File: config.mk
export PLATFORM = sky130hd
export DESIGN_NAME = register_hazard_scoreboard
export DESIGN_NICKNAME = d
export VERILOG_FILES = /design/src/rtl/register_hazard_scoreboard_pkg.sv /design/src/rtl/register_hazard_scoreboard_counter.sv /design/src/rtl/register_hazard_scoreboard.sv
export SDC_FILE = /design/constraint.sdc
export NUM_CORES = 1
export LEC_CHECK = 0
export ABC_AREA = 1
export CORE_ASPECT_RATIO = 0.9
export CORE_MARGIN = 2
export CORE_UTILIZATION = 30
export CTS_CLUSTER_DIAMETER = 200
export DETAILED_ROUTE_END_ITERATION = 8
export SYNTH_ARGS = -nofsm -noshare
export SYNTH_HDL_FRONTEND = slang
export SYNTH_SLANG_ARGS = --single-unit
export TNS_END_PERCENT = 100
File: constraint.sdc
create_clock -name clk -period 3.5 [get_ports clk]
set_input_delay 0.35 -clock clk [delete_from_list [all_inputs] [get_ports clk]]
set_output_delay 0.35 -clock clk [all_outputs]
set_load 0.1 [all_outputs]
File: src/rtl/register_hazard_scoreboard_pkg.sv
// Shared constants for the register hazard scoreboard.
// Sizes the per-register pending-write counters.
package register_hazard_scoreboard_pkg;

    localparam int NREGS  = 32;
    localparam int ADDR_W = 5;
    localparam int CNT_W  = 2;

    localparam logic [CNT_W-1:0]  MAXPEND  = 2'd3;
    localparam logic [CNT_W-1:0]  CNT_ZERO = 2'd0;
    localparam logic [CNT_W-1:0]  CNT_ONE  = 2'd1;
    localparam logic [ADDR_W-1:0] REG_ZERO = 5'd0;

endpackage

File: src/rtl/register_hazard_scoreboard_counter.sv
// Pending-write counter for one architectural register.
// Saturates at MAXPEND and at zero; flags retire-at-zero.
module scoreboard_counter
    import register_hazard_scoreboard_pkg::*;
(
    input  logic             clk,
    input  logic             rst,
    input  logic             inc,
    input  logic             dec,
    output logic [CNT_W-1:0] count,
    output logic             nonzero,
    output logic             at_max,
    output logic             underflow
);

    logic [CNT_W-1:0] count_q;
    logic [CNT_W-1:0] count_d;

    // next count: simultaneous issue and retire cancel out
    always_comb begin
        count_d = count_q;
        unique case ({inc, dec})
            2'b10: begin
                if (count_q != MAXPEND)
                    count_d = count_q + CNT_ONE;
            end
            2'b01: begin
                if (count_q != CNT_ZERO)
                    count_d = count_q - CNT_ONE;
            end
            default: count_d = count_q;
        endcase
    end

    // counter state with synchronous reset
    always_ff @(posedge clk) begin
        if (rst)
            count_q <= CNT_ZERO;
        else
            count_q <= count_d;
    end

    assign count     = count_q;
    assign nonzero   = (count_q != CNT_ZERO);
    assign at_max    = (count_q == MAXPEND);
    assign underflow = dec & (count_q == CNT_ZERO);

endmodule

File: src/rtl/register_hazard_scoreboard.sv
// Decode-side hazard scoreboard: counts in-flight writes
// per register and stalls issue on RAW or counter saturation.
module register_hazard_scoreboard
    import register_hazard_scoreboard_pkg::*;
(
    input  logic              clk,
    input  logic              rst,
    input  logic              issue_valid,
    input  logic [ADDR_W-1:0] issue_rd,
    input  logic [ADDR_W-1:0] issue_rs1,
    input  logic [ADDR_W-1:0] issue_rs2,
    input  logic              use_rs1,
    input  logic              use_rs2,
    input  logic              wb_valid,
    input  logic [ADDR_W-1:0] wb_rd,
    output logic              stall,
    output logic              issue_fire,
    output logic [NREGS-1:0]  pending_mask,
    output logic              err_underflow
);

    logic [CNT_W-1:0] cnt [NREGS];
    logic [NREGS-1:0] inc_vec;
    logic [NREGS-1:0] dec_vec;
    logic [NREGS-1:0] nz_vec;
    logic [NREGS-1:0] max_vec;
    logic [NREGS-1:0] uf_vec;
    logic [NREGS-1:0] busy_vec;

    logic rs1_hit;
    logic rs2_hit;
    logic rd_full;

    logic err_q;
    logic err_d;

    // x0 is never tracked
    assign cnt[0]     = CNT_ZERO;
    assign nz_vec[0]  = 1'b0;
    assign max_vec[0] = 1'b0;
    assign uf_vec[0]  = 1'b0;

    genvar g;
    generate
        for (g = 1; g < NREGS; g++) begin : g_cnt
            scoreboard_counter u_cnt (
                .clk       (clk),
                .rst       (rst),
                .inc       (inc_vec[g]),
                .dec       (dec_vec[g]),
                .count     (cnt[g]),
                .nonzero   (nz_vec[g]),
                .at_max    (max_vec[g]),
                .underflow (uf_vec[g])
            );
        end
    endgenerate

    // one-hot rd decoders for issue and writeback
    always_comb begin
        inc_vec = '0;
        dec_vec = '0;
        for (int i = 1; i < NREGS; i++) begin
            inc_vec[i] = issue_fire
                       & (issue_rd == ADDR_W'(i));
            dec_vec[i] = wb_valid
                       & (wb_rd == ADDR_W'(i));
        end
    end

    // busy unless the last pending write retires now
    always_comb begin
        busy_vec = '0;
        for (int i = 1; i < NREGS; i++) begin
            busy_vec[i] = nz_vec[i]
                        & ~(dec_vec[i]
                            & (cnt[i] == CNT_ONE));
        end
    end

    // stall on source hazard or saturated destination
    always_comb begin
        rs1_hit = use_rs1 & busy_vec[issue_rs1];
        rs2_hit = use_rs2 & busy_vec[issue_rs2];
        rd_full = (issue_rd != REG_ZERO)
                & max_vec[issue_rd]
                & ~dec_vec[issue_rd];
        stall   = issue_valid
                & (rs1_hit | rs2_hit | rd_full);
    end

    assign issue_fire   = issue_valid & ~stall;
    assign pending_mask = nz_vec;

    // sticky underflow flag, cleared only by reset
    always_comb begin
        err_d = err_q | (|uf_vec);
    end

    // error flag state
    always_ff @(posedge clk) begin
        if (rst)
            err_q <= 1'b0;
        else
            err_q <= err_d;
    end

    assign err_underflow = err_q;

endmodule

Word-level counts from Yosys, hierarchy flattened
Index checks and enable logic that the tools add are counted.

word-level totals
  register bits = 63
  output and inout port bits = 35
  input bits = 26

operators by class
  $add $sub $neg = 62
  multiplexer cells = 101
  order comparisons = 3
  bitwise logic cells = 197
  equality and inequality tests = 279
  reductions and logical operators = 126

operator list
  cell                                                                    number
  1-bit AND                                                               161
  5-bit equality test (second input constant)                             32
  2-bit by 1-bit equality test with 1-bit output (second input constant)  62
  2-bit equality test (second input constant)                             62
  2-bit two-way mux                                                       62
  2-bit by 1-bit != test with 1-bit output (second input constant)        62
  2-bit case mux with 2 select lines                                      31
  2-bit nonzero test                                                      62
  3-bit AND reduction                                                     31
  5-bit by 4-bit equality test with 1-bit output (second input constant)  16
  2-bit by 1-bit adder with 2-bit output (second input constant)          31
  2-bit logical NOT                                                       31
  2-bit != test (second input constant)                                   31
  2-bit by 1-bit subtractor with 2-bit output (second input constant)     31
  5-bit by 3-bit equality test with 1-bit output (second input constant)  8
  1-bit NOT                                                               33
  31-bit OR reduction                                                     1
  1-bit binary-select mux with 5-bit select                               4
  5-bit by 2-bit equality test with 1-bit output (second input constant)  4
  5-bit by 6-bit < comparator with 1-bit output (second input constant)   3
  5-bit by 1-bit equality test with 1-bit output (second input constant)  2
  5-bit nonzero test                                                      1
  1-bit two-way mux                                                       4
  1-bit bitwise OR                                                        3

Logic depth before layout (Yosys ltp)
Gate-level depths: netlist of run 1.

  word-level depth = 17
  depth in mapped cells = 23

By module
Synthesis of run 1 repeated with hierarchy kept, for this count alone.

unflattened totals
  cells, all modules = 1201
  area, all modules = 6757.7 um2

by module, submodules not included
  module                      sequential area each (um2)  instances  area each (um2)  cells an instance
  scoreboard_counter          40.0                        31         138.9            21
  register_hazard_scoreboard  20.0                        1          2452.4           550

Worst setup path after synthesis of run 1
OpenSTA, ideal clock, no wires.

  path type = input to output
  start = in wb_valid
  end = out issue_fire
  slack = 0.775 ns
  path buffers = 2
  stages on the path = 14
  arrival = 2.375 ns
  cell sequence = inv_1 -> nor2_2 -> buf_4 -> nand2_1 -> o22ai_1 -> nor2_1 -> nand3_1 -> nor2_1 -> nand3_1 -> inv_1 -> nor2_2 -> nand4_4 -> buf_6 -> inv_1

between the ends
  word-level cells in the longest chain between the ends = 12
  elaborated cells between the ends (all ways) = 139
  classes of those cells = mux (6); bitwise (133)

RTL lines
  item                                                                 RTL line                                                            source
  start, declared                                                      register_hazard_scoreboard.sv:14                                    input logic wb_valid,
  1-bit AND                                                            register_hazard_scoreboard.sv:67                                    & (wb_rd == ADDR_W'(i));
  1-bit AND                                                            register_hazard_scoreboard.sv:77                                    & (cnt[i] == CNT_ONE));
  1-bit NOT                                                            register_hazard_scoreboard.sv:76                                    & ~(dec_vec[i]
  1-bit AND                                                            register_hazard_scoreboard.sv:76
  1-bit binary-select mux with 5-bit select, on equally long branches  register_hazard_scoreboard.sv:83, register_hazard_scoreboard.sv:84
  1-bit two-way mux, on equally long branches                          register_hazard_scoreboard.sv:83, register_hazard_scoreboard.sv:84
  1-bit AND, on equally long branches                                  register_hazard_scoreboard.sv:83, register_hazard_scoreboard.sv:84
  1-bit bitwise OR                                                     register_hazard_scoreboard.sv:89                                    & (rs1_hit | rs2_hit | rd_full);
  1-bit bitwise OR (*)                                                 register_hazard_scoreboard.sv:89
  1-bit AND (*)                                                        register_hazard_scoreboard.sv:89
  1-bit NOT (*)                                                        register_hazard_scoreboard.sv:92                                    assign issue_fire = issue_valid & ~stall;
  1-bit AND (*)                                                        register_hazard_scoreboard.sv:92
  end, declared                                                        register_hazard_scoreboard.sv:17                                    output logic issue_fire,

Mark *: on every way between the ends. The rest lies on a longest branch, timed or not. The select of a mux whose other input is x is not followed.

Worst setup path after layout of run 1
  start = in issue_rs2[0]
  end = out issue_fire

between the ends
  word-level cells in the longest chain between the ends = 8

RTL lines
  item                                       RTL line                          source
  start, declared                            register_hazard_scoreboard.sv:11  input logic [ADDR_W-1:0] issue_rs2,
  1-bit binary-select mux with 5-bit select  register_hazard_scoreboard.sv:84  rs2_hit = use_rs2 & busy_vec[issue_rs2];
  1-bit two-way mux (not written as such)    register_hazard_scoreboard.sv:84
  1-bit AND                                  register_hazard_scoreboard.sv:84
  1-bit bitwise OR (2 in a row)              register_hazard_scoreboard.sv:89
  1-bit AND                                  register_hazard_scoreboard.sv:89
  1-bit NOT                                  register_hazard_scoreboard.sv:92
  1-bit AND                                  register_hazard_scoreboard.sv:92

Every way passes these cells. The select of a mux whose other input is x is not followed.

==> results.py, run 1 <==
metrics = {
    "layout": {
        "final.fill_count": 2942,
        "multiInputGateArea_sq_um": 6050,
        "areaGrowthSynthToFinish_pct": 30.0,
        "final_area_sq_um": 11100,
        "seq_area_sq_um": 1260,
        "finalNetCount": 1679,
        "layout-drive-gt1-share_pct": 19.8,
        "num_antenna_cells": 0,
    },
    "route": {
        "wire_per_inst_um": 17.4,
        "drtIter0Drc": 827,
        "drt_pre_antenna_iters": 5,
        "drt-total-wl_um": 31900,
        "drc": 0,
        "vias": 9327,
        "viasPerCell": 5.10,
        "postRouteAntennaNets": 0,
    },
    "yosys": {
        "synth-main-ff-cell": "dfxtp_1",
        "ys.warnings.count": 0,
        "synthesis.nets": 1482,
        "synth_top_family_by_area": "adder cells",
        "synth-xor-area-share_pct": 3.17,
        "ys_types": 30,
        "synthAdderAreaFrac_pct": 27.2,
        "synth_compound_area_share_pct": 16.0,
        "async_flop_share_pct": 0,
        "synth.mux.area_fraction_pct": 0,
        "yosysTopAreaCellShare_pct": 27.2,
        "synth-seq-cells": 63,
        "synth_area_per_cell_sq_um": 6.75,
        "syn_area_sq_um": 8570,
        "ys_seq_area_share_pct": 14.7,
        "synth_enable_flop_cells": 0,
        "syn_inst": 1270,
        "yosys-top-cells-area": "ha_1 27%, dfxtp_1 15%, inv_1 11%",
        "yosysTopAreaCell": "ha_1",
        "synth-simple-area-share_pct": 22.8,
    },
    "power_and_ir_drop": {
        "p_per_area_nw_per_um2": 219,
        "vdd_drop_max_uv": 231,
        "leakage_nw": 5.30,
    },
    "outcome": {
        "outcome": "finished clean",
    },
    "min_path": {
        "hold_class": "reg2reg",
        "hold_path_end": "g_cnt[7].u_cnt.count[1]",
        "holdPathStages": 2,
        "worstHoldStart": "g_cnt[7].u_cnt.count[1]",
    },
    "worst_setup_path": {
        "worstPathArrival_ns": 3.02,
        "crit_fanout": 15,
        "reg2regPathDepth": 20,
        "cp.required_ns": 3.15,
        "r2r-end": "g_cnt[22].u_cnt.count[1]",
        "worstSetupPathType": "in2out",
        "reg2reg_from": "g_cnt[6].u_cnt.count[0]",
        "worstSetupEndpointType": "output pin",
        "rrSetupSlack_ns": 0.38,
        "cp-start-kind": "input pin",
    },
    "floorplanning": {
        "die_y_um": 164,
        "die_area_sq_um": 29900,
        "placementRows": 58,
        "design.portCount": 61,
        "core_area_sq_um": 28000,
        "start_util_pct": 30.6,
        "die_w_um": 182,
    },
    "global_routing": {
        "grt_pass1_wl_um": 47900,
        "gr-total-overflow": 0,
        "grt_antenna_before_repair": 0,
        "groute.usage.overall_pct": 21.1,
        "grt_max_degree": 63,
        "grt_pass1_vias": 8644,
    },
    "placed_design": {
        "place.gp.congestion": 1.03,
        "place_hpwl_um": 25400,
        "placed_cell_area_sq_um": 10600,
        "portBuffers": 59,
    },
    "sta": {
        "setup_tns_ns": 0,
        "fmax_mhz": 297,
        "period_needed_ns": 3.37,
        "finClkSkew_ns": 0.00833,
        "tightest_slew_ns": 0.962,
        "slew_headroom_pct": 35.6,
        "period_share_pct": 96.3,
        "hold_viol_final": 0,
        "setup_viol": 0,
        "rsz0062_at_grt": "no",
        "finalMaxSlewViolations": 0,
    },
    "clock_tree": {
        "cts.sinks": 63,
        "clock_latency_ns": 0.35,
        "clockBufferDepth": 2,
        "cts_tree": "done",
        "htreeDepth": 3,
        "cts.clk_slew.worst_paths_ns": 0.05,
        "clockRootBuffer": "clkbuf_16",
        "cts_buffers": 9,
        "hold_buffers": 0,
    },
    "run": {
        "maxCapViolCount": 0,
    },
}
[worst max-delay path: stages]
cell	delay, ns
clkdlybuf4s50_1	0.55
clkinvlp_4	0.36
nand3_1	0.21
nand3_1	0.10
nand3_1	0.13
nand3_1	0.13
nand2_2	0.11
nand2_1	0.10
nand3_4	0.15
nand4_4	0.20
buf_12	0.21
buf_4	0.12
inv_1	0.08
buf_12	0.18
[what timing repair did]
| item | 4_1_cts | 5_1_grt |
|---|---|---|
| setup endpoints to repair | 2 | 64 |
| buffers inserted | 0 | 6 |
| pin swaps | 2 | 4 |
| gates resized for setup | 17 | 41 |
| gates cloned | 0 | 2 |
[final cells by class]
type / instances / share of cell area (%)
clock buffer: 13 / 2.34
sequential: 63 / 11.3
inverter: 255 / 8.63
multi-input combinational: 883 / 54.3
timing repair buffer: 255 / 19.3
clock inverter: 1 / 0.0449
tap: 360 / 4.04
[worst max path at each step]
| stage | start | to | slack [ns] |
|---|---|---|---|
| finish | issue_rs2[0] | issue_fire | 0.13 |
| global placement | wb_rd[1] | g_cnt[3].u_cnt.count[1] | -0.34 |
| detailed placement | wb_rd[2] | g_cnt[21].u_cnt.count[1] | -0.39 |
| floorplan | wb_valid | issue_fire | 0.77 |
| global route | issue_rs2[0] | issue_fire | 0.002 |
| CTS | wb_rd[3] | issue_fire | 0.00008 |
[synth_stat cells, types with 11 or more instances]
cell type	instances
nand3_1	148
dfxtp_1	63
nor2_2	11
a21oi_1	66
buf_4	36
nand4_1	33
nand2_1	84
inv_1	253
o22ai_1	32
clkbuf_1	21
xor2_1	31
nor2_1	135
a22o_1	31
ha_1	186
o21ai_0	103
[per-stage QoR]
step	instances	utilization [%]	hold WS, ns	total power [mW]	setup slack [ns]
2_1_floorplan	1270	-	0.422	1.21	0.775
3_3_place_gp	1808	37.9	0.494	1.52	-0.341
3_5_place_dp	1808	37.9	0.504	1.52	-0.388
4_1_cts	1822	39.0	0.512	2.39	0.0000830
5_1_grt	1830	39.8	0.531	2.54	0.00190
6_report	1830	39.8	0.505	2.43	0.130
[registers in the layout, summed over array words and instances, names as in the netlist]
name               cells
g_cnt.u_cnt.count     62
err_underflow          1
[cell usage in the layout (no fill, tap or decap), types with 14 or more instances in the layout]
cell type        synthesis  final
a22o_1                  31     31
nand2_1                 84     75
clkdlybuf4s50_1          0     17
o21ai_0                103     99
inv_1                  253    248
nand4_1                 33     33
nand3_1                148    146
dfxtp_1                 63     63
buf_4                   36    216
xor2_1                  31     31
a21oi_1                 66     65
ha_1                   186    186
nor2_2                  11     14
nor2_1                 135    125
o22ai_1                 32     29
[power breakdown]
| part | leakage [nW] | total, mW | internal (mW) | switching, mW |
|---|---|---|---|---|
| Clock | 0.132 | 0.852 | 0.509 | 0.343 |
| Sequential | 0.509 | 0.744 | 0.734 | 0.0109 |
| Combinational | 4.66 | 0.838 | 0.292 | 0.546 |
[kinds of logic (layout without fill, tap and decap cells)]
family                     count (synthesis)  after routing
adders and majority gates                186            186
DFF                                       63             63
and+or+nand+nor                          427            427
other                                      1              1
xor gates and xnor gates                  31             31
AOI/OAI and AO/OA                        238            238
buffers and inverters                    324            524
[per-layer routing]
metal,track usage [%],vias up,routed length (um)
li1,-,4532,-
met1,28.1,4333,14400
met2,33.5,384,14000
met3,4.30,78,2420
met4,8.28,0,1070
met5,0,-,0
(Power assumes the default switching activity.)
==> inputs of run 2 (changes only) <==
GPL_TIMING_DRIVEN = 0   (was unset)
==> results.py, run 2 (synthesis gave the netlist of run 1 again) <==
metrics = {
    "outcome": {
        "outcome": "finished clean",
    },
    "global_routing": {
        "grtUsageMet3_pct": 4.55,
        "busiest_layer": "met2",
        "groute.usage.overall_pct": 21.0,
        "grt_pass1_vias": 8551,
        "met1_usage_pct": 27.9,
        "grt_use_met2_pct": 32.5,
        "gr-total-overflow": 0,
        "grt_pass1_wl_um": 47900,
        "grt_max_degree": 11,
        "grt_antenna_before_repair": 1,
    },
    "worst_setup_path": {
        "worstSetupPathType": "in2reg",
        "cp_top_family": "simple AND/OR/NAND/NOR gates",
        "cp-start-kind": "input pin",
        "crit_fanout": 10,
        "path_cells": "clkbuf_2, inv_1, nand2_1, nor2_2, inv_1, nor2_2, inv_1, nor2_1, o21ai_0, nand3_1, o21ai_0, nor2_4, buf_6, nand4_1, ha_2, a22o_1, nor2_1, inv_1, o21ai_0, a21oi_1",
        "crit_buf_inv": 6,
        "crit_path_frequent_cell": "inv_1",
        "slowest_delay_ns": 0.28,
        "worstPathArrival_ns": 3.58,
        "cp.required_ns": 3.74,
        "crit_path_top_delay_cell": "ha_2",
        "worstSetupEndpointType": "flip-flop",
    },
    "floorplanning": {
        "core_area_sq_um": 28000,
        "die_y_um": 164,
        "placementRows": 58,
        "die_area_sq_um": 29900,
        "design.portCount": 61,
        "die_w_um": 182,
        "start_util_pct": 30.6,
    },
    "sta": {
        "setup_viol": 0,
        "hold_viol_final": 0,
        "fin_ws_ns": 0.154,
        "rsz0062_at_grt": "no",
        "finClkSkew_ns": 0.00587,
        "slew_headroom_pct": 34.6,
        "fmax_mhz": 299,
        "tightest_slew_ns": 0.978,
        "finalMaxSlewViolations": 0,
        "period_share_pct": 95.6,
        "period_needed_ns": 3.35,
    },
    "clock_tree": {
        "hold_buffers": 0,
        "cts.sinks": 63,
        "clock_latency_ns": 0.35,
        "cts_tree": "done",
        "clockBufferDepth": 2,
        "cts_buffers": 9,
        "htreeDepth": 3,
        "clockRootBuffer": "clkbuf_16",
        "cts.clk_slew.worst_paths_ns": 0.06,
    },
    "power_and_ir_drop": {
        "p_int_mw": 1.51,
        "p_switching_mw": 0.892,
        "clockPowerShare_pct": 38.7,
        "pwr-share-comb_pct": 30.3,
        "seq_power_share_pct": 31.0,
        "swShare_pct": 37.2,
        "p_per_area_nw_per_um2": 238,
        "vdd_drop_max_uv": 221,
        "p_total_mw": 2.40,
        "leakage_nw": 4.55,
    },
    "layout": {
        "final_common_cell": "inv_1",
        "areaGrowthSynthToFinish_pct": 17.8,
        "layout-drive-gt1-share_pct": 10.2,
        "final_area_sq_um": 10100,
        "num_antenna_cells": 0,
        "finalNetCount": 1555,
        "layout_common_cells": "248 x inv_1, 181 x ha_1, 147 x nand3_1, 115 x nor2_1, 101 x o21ai_0",
        "largest_reg_flops": 62,
    },
    "route": {
        "wire_per_inst_um": 18.2,
        "drt-total-wl_um": 31000,
        "vias": 8867,
        "drtIter0Drc": 905,
        "drt_pre_antenna_iters": 6,
        "postRouteAntennaNets": 0,
        "viasPerCell": 5.19,
        "drc": 0,
    },
    "placed_design": {
        "portBuffers": 53,
        "pre_cts_ws_ns": -1.19,
        "place.gp.congestion": 1.06,
        "placed_cell_area_sq_um": 9550,
        "place_hpwl_um": 24700,
    },
    "run": {
        "maxCapViolCount": 0,
    },
    "min_path": {
        "hold_class": "reg2reg",
    },
}
## run 2: worst paths after layout
kind | slack, ns | endpoint | cells after the start | start
setup reg to reg | 0.42 | g_cnt[24].u_cnt.count[0] | 17 | g_cnt[10].u_cnt.count[0]
hold / removal | 0.50 | g_cnt[11].u_cnt.count[1] | 2 | g_cnt[11].u_cnt.count[1]
hold reg to reg | 0.50 | g_cnt[11].u_cnt.count[1] | 2 | g_cnt[11].u_cnt.count[1]
setup / recovery | 0.15 | g_cnt[24].u_cnt.count[0] | 20 | wb_rd[0]
## run 2: tightest hold or removal path, delay by kind of cell (launching register included)
family | cells | cell delay, ns
flops | 1 | 0.31
compound gates | 1 | 0.06
buf+inv | 1 | 0.09
## run 2: cell type report
type / count / area [sq um]
fill: 3060 / 17900
multi-input combinational: 883 / 6090
sequential: 63 / 1260
inverter: 255 / 957
timing repair buffer: 62 / 571
buffer: 69 / 469
tap: 360 / 450
clock buffer: 13 / 250
clock inverter: 3 / 42.5
## run 2: routing by layer
layer / vias up / share of wire [%]
met5: - / 0.048
met4: 2 / 4.3
met3: 87 / 9.3
met2: 434 / 42
met1: 4077 / 44
li1: 4267 / -
## run 2: per-stage QoR
step / setup TNS (ns) / instances / hold slack, ns / util (%)
floorplan: 0 / 1270 / 0.422 / -
global route: 0 / 1708 / 0.543 / 36.0
detailed placement: -47.18 / 1683 / 0.501 / 34.1
CTS: 0 / 1702 / 0.509 / 35.7
finish: 0 / 1708 / 0.505 / 36.0
global placement: -46.72 / 1683 / 0.497 / 34.1
## run 2: what timing repair did
item                                    4_1_cts  5_1_grt
resized for setup                            68       44
buffers inserted                              3        6
gates cloned                                  0        0
pin swaps                                     4        5
endpoints found under the setup margin       64       64
## run 2: power by group through the flow
stage / sequential [mW] / combinational, mW / clock, mW
global route: 0.746 / 0.768 / 0.979
CTS: 0.744 / 0.698 / 0.947
global placement: 0.759 / 0.676 / 0
detailed placement: 0.760 / 0.678 / 0
finish: 0.744 / 0.727 / 0.929
floorplan: 0.770 / 0.443 / 0
